`src/rtl/tmds_pkg.sv`:
```
// Shared constants, pixel bundle type and popcount helper for the
// three-channel TMDS encoder.
package tmds_pkg;

    localparam int DISP_W = 5;

    localparam logic [9:0] CTL_00 = 10'h354;
    localparam logic [9:0] CTL_01 = 10'h0AB;
    localparam logic [9:0] CTL_10 = 10'h154;
    localparam logic [9:0] CTL_11 = 10'h2AB;

    // HDMI video guard-band symbols, indexed by channel
    localparam logic [9:0] GB_VID_0 = 10'h2CC;
    localparam logic [9:0] GB_VID_1 = 10'h133;
    localparam logic [9:0] GB_VID_2 = 10'h2CC;

    typedef struct packed {
        logic       de;
        logic       hsync;
        logic       vsync;
        logic [7:0] r;
        logic [7:0] g;
        logic [7:0] b;
    } pix_t;

    function automatic logic [3:0] popcount8(input logic [7:0] d);
        logic [3:0] n;
        n = '0;
        for (int i = 0; i < 8; i++) begin
            n = n + {3'b000, d[i]};
        end
        return n;
    endfunction

endpackage

```
`src/rtl/tmds_channel_enc.sv`:
```
// One TMDS channel: stage 1 builds the transition-minimised q_m word,
// stage 2 applies running-disparity balancing or emits a control symbol.
module tmds_channel_enc
    import tmds_pkg::*;
#(
    parameter logic [9:0] C_ctl_reset = CTL_00
) (
    input  logic       clk_pixel,
    input  logic       rst,
    input  logic [7:0] i_data,
    input  logic       i_de,
    input  logic       i_c0,
    input  logic       i_c1,
    output logic [9:0] o_symbol
);

    logic [3:0]              n1_in;
    logic                    use_xnor;
    logic [8:0]              qm_d, qm_q;
    logic                    de_q, c0_q, c1_q;
    logic [3:0]              n1_qm, n0_qm;
    logic signed [5:0]       cnt_ext, diff, cnt_sum;
    logic signed [DISP_W-1:0] cnt_d, cnt_q;
    logic [9:0]              sym_d, sym_q;

    always_comb begin
        n1_in    = popcount8(i_data);
        use_xnor = (n1_in > 4'd4) || (n1_in == 4'd4 && !i_data[0]);
        qm_d[0]  = i_data[0];
        for (int i = 1; i < 8; i++) begin
            qm_d[i] = use_xnor ? ~(qm_d[i-1] ^ i_data[i]) : (qm_d[i-1] ^ i_data[i]);
        end
        qm_d[8] = ~use_xnor;
    end

    // NOTE: sequential state is assigned with <= so every flop samples the pre-edge values.
    always_ff @(posedge clk_pixel or posedge rst) begin
        if (rst) begin
            qm_q <= '0;
            de_q <= 1'b0;
            c0_q <= 1'b0;
            c1_q <= 1'b0;
        end else begin
            qm_q <= qm_d;
            de_q <= i_de;
            c0_q <= i_c0;
            c1_q <= i_c1;
        end
    end

    // NOTE: every always_comb output gets a default first so no latch can be inferred.
    always_comb begin
        n1_qm   = popcount8(qm_q[7:0]);
        n0_qm   = 4'd8 - n1_qm;
        cnt_ext = {cnt_q[DISP_W-1], cnt_q};
        diff    = $signed({2'b00, n1_qm}) - $signed({2'b00, n0_qm});
        cnt_sum = cnt_ext;
        sym_d   = sym_q;
        if (!de_q) begin
            cnt_sum = '0;
            case ({c1_q, c0_q})
                2'b00:   sym_d = CTL_00;
                2'b01:   sym_d = CTL_01;
                2'b10:   sym_d = CTL_10;
                default: sym_d = CTL_11;
            endcase
        end else if (cnt_q == '0 || n1_qm == n0_qm) begin
            sym_d   = {~qm_q[8], qm_q[8], qm_q[8] ? qm_q[7:0] : ~qm_q[7:0]};
            cnt_sum = qm_q[8] ? cnt_ext + diff : cnt_ext - diff;
        end else if ((!cnt_q[DISP_W-1] && n1_qm > n0_qm) ||
                     ( cnt_q[DISP_W-1] && n0_qm > n1_qm)) begin
            sym_d   = {1'b1, qm_q[8], ~qm_q[7:0]};
            cnt_sum = cnt_ext + (qm_q[8] ? 6'sd2 : 6'sd0) - diff;
        end else begin
            sym_d   = {1'b0, qm_q[8], qm_q[7:0]};
            cnt_sum = cnt_ext - (qm_q[8] ? 6'sd0 : 6'sd2) + diff;
        end
        // disparity stays within -8..+8, so dropping the sixth bit is lossless
        cnt_d = cnt_sum[DISP_W-1:0];
    end

    always_ff @(posedge clk_pixel or posedge rst) begin
        if (rst) begin
            sym_q <= C_ctl_reset;
            cnt_q <= '0;
        end else begin
            sym_q <= sym_d;
            cnt_q <= cnt_d;
        end
    end

    assign o_symbol = sym_q;

endmodule

```
`src/rtl/tmds_encoder_3ch.sv`:
```
// Three-channel DVI/HDMI TMDS encoder. Defining TMDS_HDMI_GUARD_EN adds a
// 10-pixel look-ahead delay line that inserts HDMI preamble and guard bands.
module tmds_encoder_3ch
    import tmds_pkg::*;
#(
    parameter bit         C_invert_sync = 1'b0,
    parameter logic [9:0] C_ctl_reset   = 10'b1101010100
) (
    input  logic       clk_pixel,
    input  logic       rst,
    input  logic [7:0] i_r,
    input  logic [7:0] i_g,
    input  logic [7:0] i_b,
    input  logic       i_hsync,
    input  logic       i_vsync,
    input  logic       i_blank,
    output logic [9:0] o_tmds_r,
    output logic [9:0] o_tmds_g,
    output logic [9:0] o_tmds_b
);

    pix_t       pix_in, enc_pix;
    logic       ch1_c0;
    logic [9:0] sym_r, sym_g, sym_b;

    always_comb begin
        pix_in.de    = ~i_blank;
        pix_in.hsync = i_hsync ^ C_invert_sync;
        pix_in.vsync = i_vsync ^ C_invert_sync;
        pix_in.r     = i_r;
        pix_in.g     = i_g;
        pix_in.b     = i_b;
    end

`ifdef TMDS_HDMI_GUARD_EN
    localparam int DL_DEPTH = 10;

    pix_t                dl_d [DL_DEPTH];
    pix_t                dl_q [DL_DEPTH];
    logic [DL_DEPTH-1:0] la_de;
    logic                guard_now, pre_now;
    logic [1:0]          gb_d, gb_q;

    always_comb begin
        dl_d[0] = pix_in;
        for (int i = 1; i < DL_DEPTH; i++) begin
            dl_d[i] = dl_q[i-1];
        end
        enc_pix = dl_q[DL_DEPTH-1];
        // la_de[k-1] is the de of the pixel k positions after the one being encoded
        for (int k = 1; k < DL_DEPTH; k++) begin
            la_de[k-1] = dl_q[DL_DEPTH-1-k].de;
        end
        la_de[DL_DEPTH-1] = pix_in.de;
        guard_now = ~enc_pix.de & (la_de[0] | la_de[1]);
        pre_now   = ~enc_pix.de & ~guard_now & (|la_de[DL_DEPTH-1:2]);
        ch1_c0    = pre_now;
        gb_d      = {gb_q[0], guard_now};
    end

    // NOTE: the delay line is reset so the pipeline drains as clean blanking after rst.
    always_ff @(posedge clk_pixel or posedge rst) begin
        if (rst) begin
            for (int i = 0; i < DL_DEPTH; i++) begin
                dl_q[i] <= '0;
            end
            gb_q <= '0;
        end else begin
            for (int i = 0; i < DL_DEPTH; i++) begin
                dl_q[i] <= dl_d[i];
            end
            gb_q <= gb_d;
        end
    end

    assign o_tmds_b = gb_q[1] ? GB_VID_0 : sym_b;
    assign o_tmds_g = gb_q[1] ? GB_VID_1 : sym_g;
    assign o_tmds_r = gb_q[1] ? GB_VID_2 : sym_r;
`else
    always_comb begin
        enc_pix = pix_in;
        ch1_c0  = 1'b0;
    end

    assign o_tmds_b = sym_b;
    assign o_tmds_g = sym_g;
    assign o_tmds_r = sym_r;
`endif

    tmds_channel_enc #(.C_ctl_reset(C_ctl_reset)) u_ch0 (
        .clk_pixel (clk_pixel),
        .rst       (rst),
        .i_data    (enc_pix.b),
        .i_de      (enc_pix.de),
        .i_c0      (enc_pix.hsync),
        .i_c1      (enc_pix.vsync),
        .o_symbol  (sym_b)
    );

    tmds_channel_enc #(.C_ctl_reset(C_ctl_reset)) u_ch1 (
        .clk_pixel (clk_pixel),
        .rst       (rst),
        .i_data    (enc_pix.g),
        .i_de      (enc_pix.de),
        .i_c0      (ch1_c0),
        .i_c1      (1'b0),
        .o_symbol  (sym_g)
    );

    tmds_channel_enc #(.C_ctl_reset(C_ctl_reset)) u_ch2 (
        .clk_pixel (clk_pixel),
        .rst       (rst),
        .i_data    (enc_pix.r),
        .i_de      (enc_pix.de),
        .i_c0      (1'b0),
        .i_c1      (1'b0),
        .o_symbol  (sym_r)
    );

endmodule
```
`config.mk`:
```
export PLATFORM = sky130hd
export DESIGN_NAME = tmds_encoder_3ch
export DESIGN_NICKNAME = d
export VERILOG_FILES = /design/src/rtl/tmds_pkg.sv /design/src/rtl/tmds_channel_enc.sv /design/src/rtl/tmds_encoder_3ch.sv
export SDC_FILE = /design/constraint.sdc
export NUM_CORES = 1
export LEC_CHECK = 0
export CAP_MARGIN = 10
export CORE_UTILIZATION = 50
export CTS_CLUSTER_DIAMETER = 60
export CTS_CLUSTER_SIZE = 40
export DETAILED_ROUTE_END_ITERATION = 16
export PLACE_DENSITY_LB_ADDON = 0.1
export SYNTH_ARGS = -nofsm -noshare
export SYNTH_HDL_FRONTEND = slang
export SYNTH_SLANG_ARGS = --single-unit
export TNS_END_PERCENT = 100
```
`constraint.sdc`:
```
create_clock -name clk_pixel -period 10.7 [get_ports clk_pixel]
set_clock_uncertainty 0.1 [all_clocks]
set_input_delay 2.14 -clock clk_pixel [delete_from_list [all_inputs] [get_ports clk_pixel]]
set_output_delay 2.14 -clock clk_pixel [all_outputs]
set_load 0.005 [all_outputs]
```
# Yosys cells after proc, flatten, opt, wreduce, memory -nomap -nowiden
# Index checks and enable logic that the tools add are counted.
[word_totals]
reg_bits = 75
output_inout_bits = 30
[classes]
n_addsub = 66
n_lt_le_gt_ge = 9
n_eq_ne = 8
muxes = 52
n_bitwise = 52
n_reduce_logical = 28
[op_table]
columns = ["cell", "n"]
rows = [
  ["4-bit by 1-bit adder with 4-bit output", 36],
  ["10-bit 2-to-1 mux", 9],
  ["5-bit 2-to-1 mux", 12],
  ["5-bit adder", 6],
  ["10-bit one-hot mux with 3 select lines", 1],
  ["5-bit subtractor", 6],
  ["1-bit inverter", 28],
  ["4-bit greater-than comparator", 6],
  ["8-bit 2-to-1 mux", 3],
  ["8-bit inverter", 3],
  ["1-bit 2-to-1 mux", 21],
  ["1-bit XOR", 21],
  ["5-bit by 3-bit adder with 5-bit output", 3],
  ["5-bit logical NOT", 3],
  ["4-bit by 4-bit subtractor with 5-bit output", 3],
  ["5-bit by 3-bit subtractor with 5-bit output", 3],
  ["1-bit by 1-bit adder with 2-bit output", 6],
  ["4-bit by 3-bit equality test with 1-bit output (second input constant)", 3],
  ["4-bit equality test", 3],
  ["4-bit by 3-bit greater-than comparator with 1-bit output (second input constant)", 3],
  ["2-bit 2-to-1 mux", 6],
  ["4-bit subtractor (first input constant)", 3],
  ["1-bit logical AND", 9],
  ["1-bit logical OR", 9],
  ["other kinds (4)", 9],
]

# Depth between registers and ports, before layout
[logic_depth]
ltp_word = 29
mapped_depth = 22

# Modules after synthesis
# From an unflattened synthesis, not the netlist that was laid out.
[unflattened]
hier_cells = 653
area_unflattened_um2 = 6518.8
[modules_own_cells]
columns = ["mod", "n_inst", "cells_per_inst", "area_per_inst_um2"]
rows = [
  ["tmds_channel_enc at u_ch2", 1, 219, 2179.6],
  ["tmds_channel_enc at u_ch1", 1, 219, 2173.3],
  ["tmds_channel_enc at u_ch0", 1, 213, 2158.3],
  ["tmds_encoder_3ch", 1, 2, 7.5],
]

# Worst setup path after synthesis
# OpenSTA, ideal clock, no wires.
[synth_path]
path_type = "register -> register"
startpoint = "reg u_ch0.qm_q[0]"
endpoint = "reg u_ch0.cnt_q[4]"
arrival_time_ps = 5399
slack_ps = 5085
stages_incl_launch_ff = 22
path_buffers = 2
cell_sequence = "dfrtp_1 ha_1 inv_1 fa_1 fa_1 fa_1 fa_1 clkbuf_1 nand2_1 ha_1 clkbuf_1 nand2b_1 a21oi_1 nor2_1 xnor2_1 ha_1 o21a_1 nor2_1 xnor2_1 mux2i_1 or4_1 o311ai_0"
[synth_via]
elab_chain_cells = 14
word_cells_on_any_way = 24
[synth_lines]
columns = ["element", "line", "rtl"]
rows = [
  ["start: declaration", "tmds_channel_enc.sv:19", "logic [8:0] qm_d, qm_q;"],
  ["start signal: assignment", "tmds_channel_enc.sv:44", "qm_q <= qm_d;"],
  ["1-bit by 1-bit adder with 2-bit output *", "tmds_pkg.sv:30", "n = n + {3'b000, d[i]};"],
  ["4-bit by 1-bit adder with 4-bit output * (6 in series)", "tmds_pkg.sv:30", ""],
  ["branches (longest 5 deep; another with 4-bit by 4-bit subtractor with 5-bit output)", "--", ""],
  ["5-bit 2-to-1 mux *", "tmds_channel_enc.sv:67", "end else if (cnt_q == '0 || n1_qm == n0_qm) begin"],
  ["5-bit 2-to-1 mux *", "tmds_channel_enc.sv:59", "if (!de_q) begin"],
  ["net u_ch0.cnt_sum[4]", "tmds_channel_enc.sv:22", "logic signed [5:0] cnt_ext, diff, cnt_sum;"],
  ["end signal: assignment", "tmds_channel_enc.sv:88", "cnt_q <= cnt_d;"],
  ["end: declaration", "tmds_channel_enc.sv:23", "logic signed [DISP_W-1:0] cnt_d, cnt_q;"],
]
# Mark *: on every way through the listed nets, which the timed path passes.

# Final worst setup path
# Ends and elaborated chain as after synthesis.

==> results.sh <==
export IMPL_overflow=0
export IMPL_gr_max_usage_layer="met2"
export IMPL_tritoncts="done"
export IMPL_path_common_cell="fa_1"
export IMPL_clk_latency_ns=0.33
export IMPL_fp_dieArea_um2=12600
export IMPL_yosysSeqAreaShare_pct=31.2
export IMPL_syn_area_per_cell_um2=9.90
export IMPL_synth_xor_area_share_pct=11.7
export IMPL_grt_setup_unrepaired="false"
export IMPL_grt_use_total_pct=20.2
export IMPL_yosysTopAreaCellShare_pct=24.7
export IMPL_met3_usage_pct=3.13
export IMPL_fp_coreArea_um2=11600
export IMPL_nets=795
export IMPL_slowest_delay_ns=0.76
export IMPL_die_x_um=112
export IMPL_violations="design-rule violations"
export IMPL_post_route_period_util_pct=56.2
export IMPL_multiInputGateArea_um2=3700
export IMPL_path_buf_inv=1
export IMPL_start_util_pct=52.3
export IMPL_synth_top_area_cell="dfrtp_1"
export IMPL_slew_headroom_pct=27.5
export IMPL_syn_nets=740
export IMPL_status="finished with violations"
export IMPL_post_cts_resized=0
export IMPL_synth_simple_area_share_pct=10.3
export IMPL_synth_compound_area_share_pct=10.7
export IMPL_required_ns=10.79
export IMPL_dr_pass1_iters=12
export IMPL_num_io_pins=59
export IMPL_clock_sinks=75
export IMPL_max_cap_viol_count=0
export IMPL_use_met1_pct=25.3
export IMPL_path_clk_slew_ns=0.06
export IMPL_drive_gt1_share_pct=6.82
export IMPL_cts_setup_buffers=0
export IMPL_finalCriticalPeriod_ns=6.01
export IMPL_num_vias=4277
export IMPL_dp_hpwl_um=8870
export IMPL_ys_seq_elements=75
export IMPL_place_gp_congestion=0.827
export IMPL_grt_pass1_vias=4564
export IMPL_end_kind="register"
export IMPL_die_h_um=112
export IMPL_synth_area_mux_share_pct=3.44
export IMPL_antenna_left=0
export IMPL_cp_max_fo=12
export IMPL_ys_warn_count=0
export IMPL_grt_pass1_wl_um=20500
export IMPL_ys_types=69
export IMPL_root_buffer="clkbuf_16"
export IMPL_portBuffers=58
export IMPL_rows=39
export IMPL_fin_setup_tns_ns=0
export IMPL_drv_slew=0
export IMPL_setup_viol=0
export IMPL_fmax_mhz=166
export IMPL_crit_path_cell_trace="ha_1 -> inv_1 -> fa_1 -> fa_1 -> fa_1 -> fa_1 -> nand2_1 -> ha_1 -> nand2b_1 -> a21oi_1 -> nor2_1 -> xnor2_1 -> ha_1 -> o21a_1 -> nor2_1 -> xnor2_1 -> mux2i_1 -> or4_1 -> o311ai_0"
export IMPL_async_flop_share_pct=100
export IMPL_numCtsBuffers=9
export IMPL_startpoint_type="register"
export IMPL_finalHoldViolCount=0
export IMPL_cts_buffer_depth=2
export IMPL_detail_route_wl_per_cell_um=14.1
export IMPL_synth_edff_count=0
export IMPL_syn_cell_area_um2=6080
export IMPL_synth_top_family_by_area="adder cells"
export IMPL_grt_max_degree=76
export IMPL_critical_path_class="register to register"
export IMPL_worst_slew_pin_slew_ns=1.09
export IMPL_synthAdderAreaFrac_pct=24.8
export IMPL_register_area_um2=1900
export IMPL_wirelength_um=11500
export IMPL_synth_area_leaders="dfrtp_1 25%, fa_1 13%, ha_1 12%, xnor2_1 9.7%, inv_1 6.5%"
export IMPL_cp_arrival_ns=6.10
export IMPL_drt_iter0_markers=214
export IMPL_antenna_cells=0
export IMPL_drc=2
export IMPL_syn2layout_area_growth_pct=16.0
export IMPL_holdBufCountCts=0
export IMPL_use_met2_pct=35.9
export IMPL_fill_cells=998
export IMPL_syn_instance_count=614
export IMPL_via_per_inst=5.24
export IMPL_yosys_most_used_dff="dfrtp_1"
export IMPL_htree_levels=3
export IMPL_antenna_found_initial=0
export IMPL_hold_class="register to register"
export IMPL_cpMaxStageDelayCell="fa_1"
export IMPL_crit_family="adder cells"
-- sequential cells by signal (all words and copies together) (netlist names) --
signal and count:
u_ch0.c1_q 1, u_ch2.qm_q 9, u_ch1.qm_q 9, u_ch2.o_symbol 10, u_ch0.cnt_q 5, u_ch1.cnt_q 5, u_ch0.c0_q 1, u_ch1.o_symbol 10
u_ch0.de_q 1, u_ch0.qm_q 9, u_ch2.cnt_q 5, u_ch0.o_symbol 10
-- routing by layer --
metal / part of all wire [%] / vias up / routed length, µm
met4: 0.94 / 0 / 108
met1: 45 / 2084 / 5210
met3: 3.1 / 10 / 354
li1: - / 2105 / -
met2: 51 / 78 / 5840
met5: 0 / - / 0
-- kinds of logic (layout without fill, tap and decap cells) --
group           Yosys count  count (layout)
flops                    75              75
xor+xnor                 80              80
compound gates           96              96
buf+inv                 124             184
mux                      18              18
simple gates            124             124
fa+ha+maj                97              97
-- path summary, 6_finish.rpt --
kind	startpoint	end	slack [ns]	cells past startpoint
worst max-delay path	u_ch0.qm_q[0]$_DFF_PP0_	u_ch0.cnt_q[4]$_DFF_PP0_	4.69	19
worst min-delay path	u_ch0.cnt_q[0]$_DFF_PP0_	u_ch0.cnt_q[0]$_DFF_PP0_	0.39	1
worst max register to register	u_ch0.qm_q[0]$_DFF_PP0_	u_ch0.cnt_q[4]$_DFF_PP0_	4.69	19
worst min register to register	u_ch0.cnt_q[0]$_DFF_PP0_	u_ch0.cnt_q[0]$_DFF_PP0_	0.39	1
max in group asynchronous	rst	u_ch2.o_symbol[5]$_DFF_PP0_	7.59	3
min in group asynchronous	rst	u_ch1.cnt_q[1]$_DFF_PP0_	2.30	3
-- metrics by stage --
step | cell area (µm²) | hold slack, ns | std cells | setup WS (ns) | utilization, %
after floorplan | 6080 | 0.351 | 614 | 5.09 | -
after global placement | 6780 | 0.371 | 801 | 4.61 | 58.4
after detailed placement | 6780 | 0.382 | 801 | 4.46 | 58.4
after CTS | 7050 | 0.395 | 817 | 4.68 | 60.7
after global routing | 7050 | 0.419 | 817 | 4.42 | 60.7
final | 7050 | 0.390 | 817 | 4.69 | 60.7
-- synthesized netlist by cell type (all sizes together) (2+ instances only) --
| cell | number |
|---|---|
| inv | 108 |
| xnor2 | 67 |
| dfrtp | 60 |
| ha | 58 |
| nor2 | 41 |
| fa | 39 |
| a21oi | 31 |
| nand2 | 21 |
| dfstp | 15 |
| mux2i | 15 |
| o21ai | 14 |
| xor2 | 13 |
| a21o | 12 |
| clkbuf | 9 |
| nand2b | 8 |
| nor3 | 8 |
| buf | 7 |
| nand3 | 7 |
| nor3b | 7 |
| and2 | 6 |
| nor2b | 6 |
| a31oi | 4 |
| or2 | 4 |
| a211oi | 3 |
| a221oi | 3 |
| mux2 | 3 |
| nor4 | 3 |
| o21a | 3 |
| or4 | 3 |
| a2111o | 2 |
| a2111oi | 2 |
| a21boi | 2 |
| a22o | 2 |
| nor4b | 2 |
| o21ba | 2 |
| o22ai | 2 |
| or3 | 2 |
-- cell usage in the layout (no fill, tap or decap), types with 4 or more instances in the layout --
master / instances
xnor2_1: 67
a21oi_1: 30
and2_1: 6
xor2_1: 12
a31oi_1: 4
ha_1: 58
clkbuf_16: 9
o21ai_0: 13
nand2_1: 21
fa_1: 39
dfstp_2: 15
a21o_1: 12
nand2b_1: 8
inv_1: 105
clkdlybuf4s50_1: 58
nand3_1: 7
dfrtp_1: 60
mux2i_1: 13
nor3b_1: 7
nor2b_1: 6
nor2_1: 41
nor3_1: 8
-- cell type report --
class,instances,share of cell area [%]
repair buffers,60,8.45
flip-flops and latches,75,26.9
clock inverters,4,0.390
well taps,143,2.54
multi-input cells,415,52.5
clock buffers,12,3.50
inverters,108,5.75
Power is not shown: default switching activity piles up to over one toggle a cycle in this logic, so the estimate is an artifact.
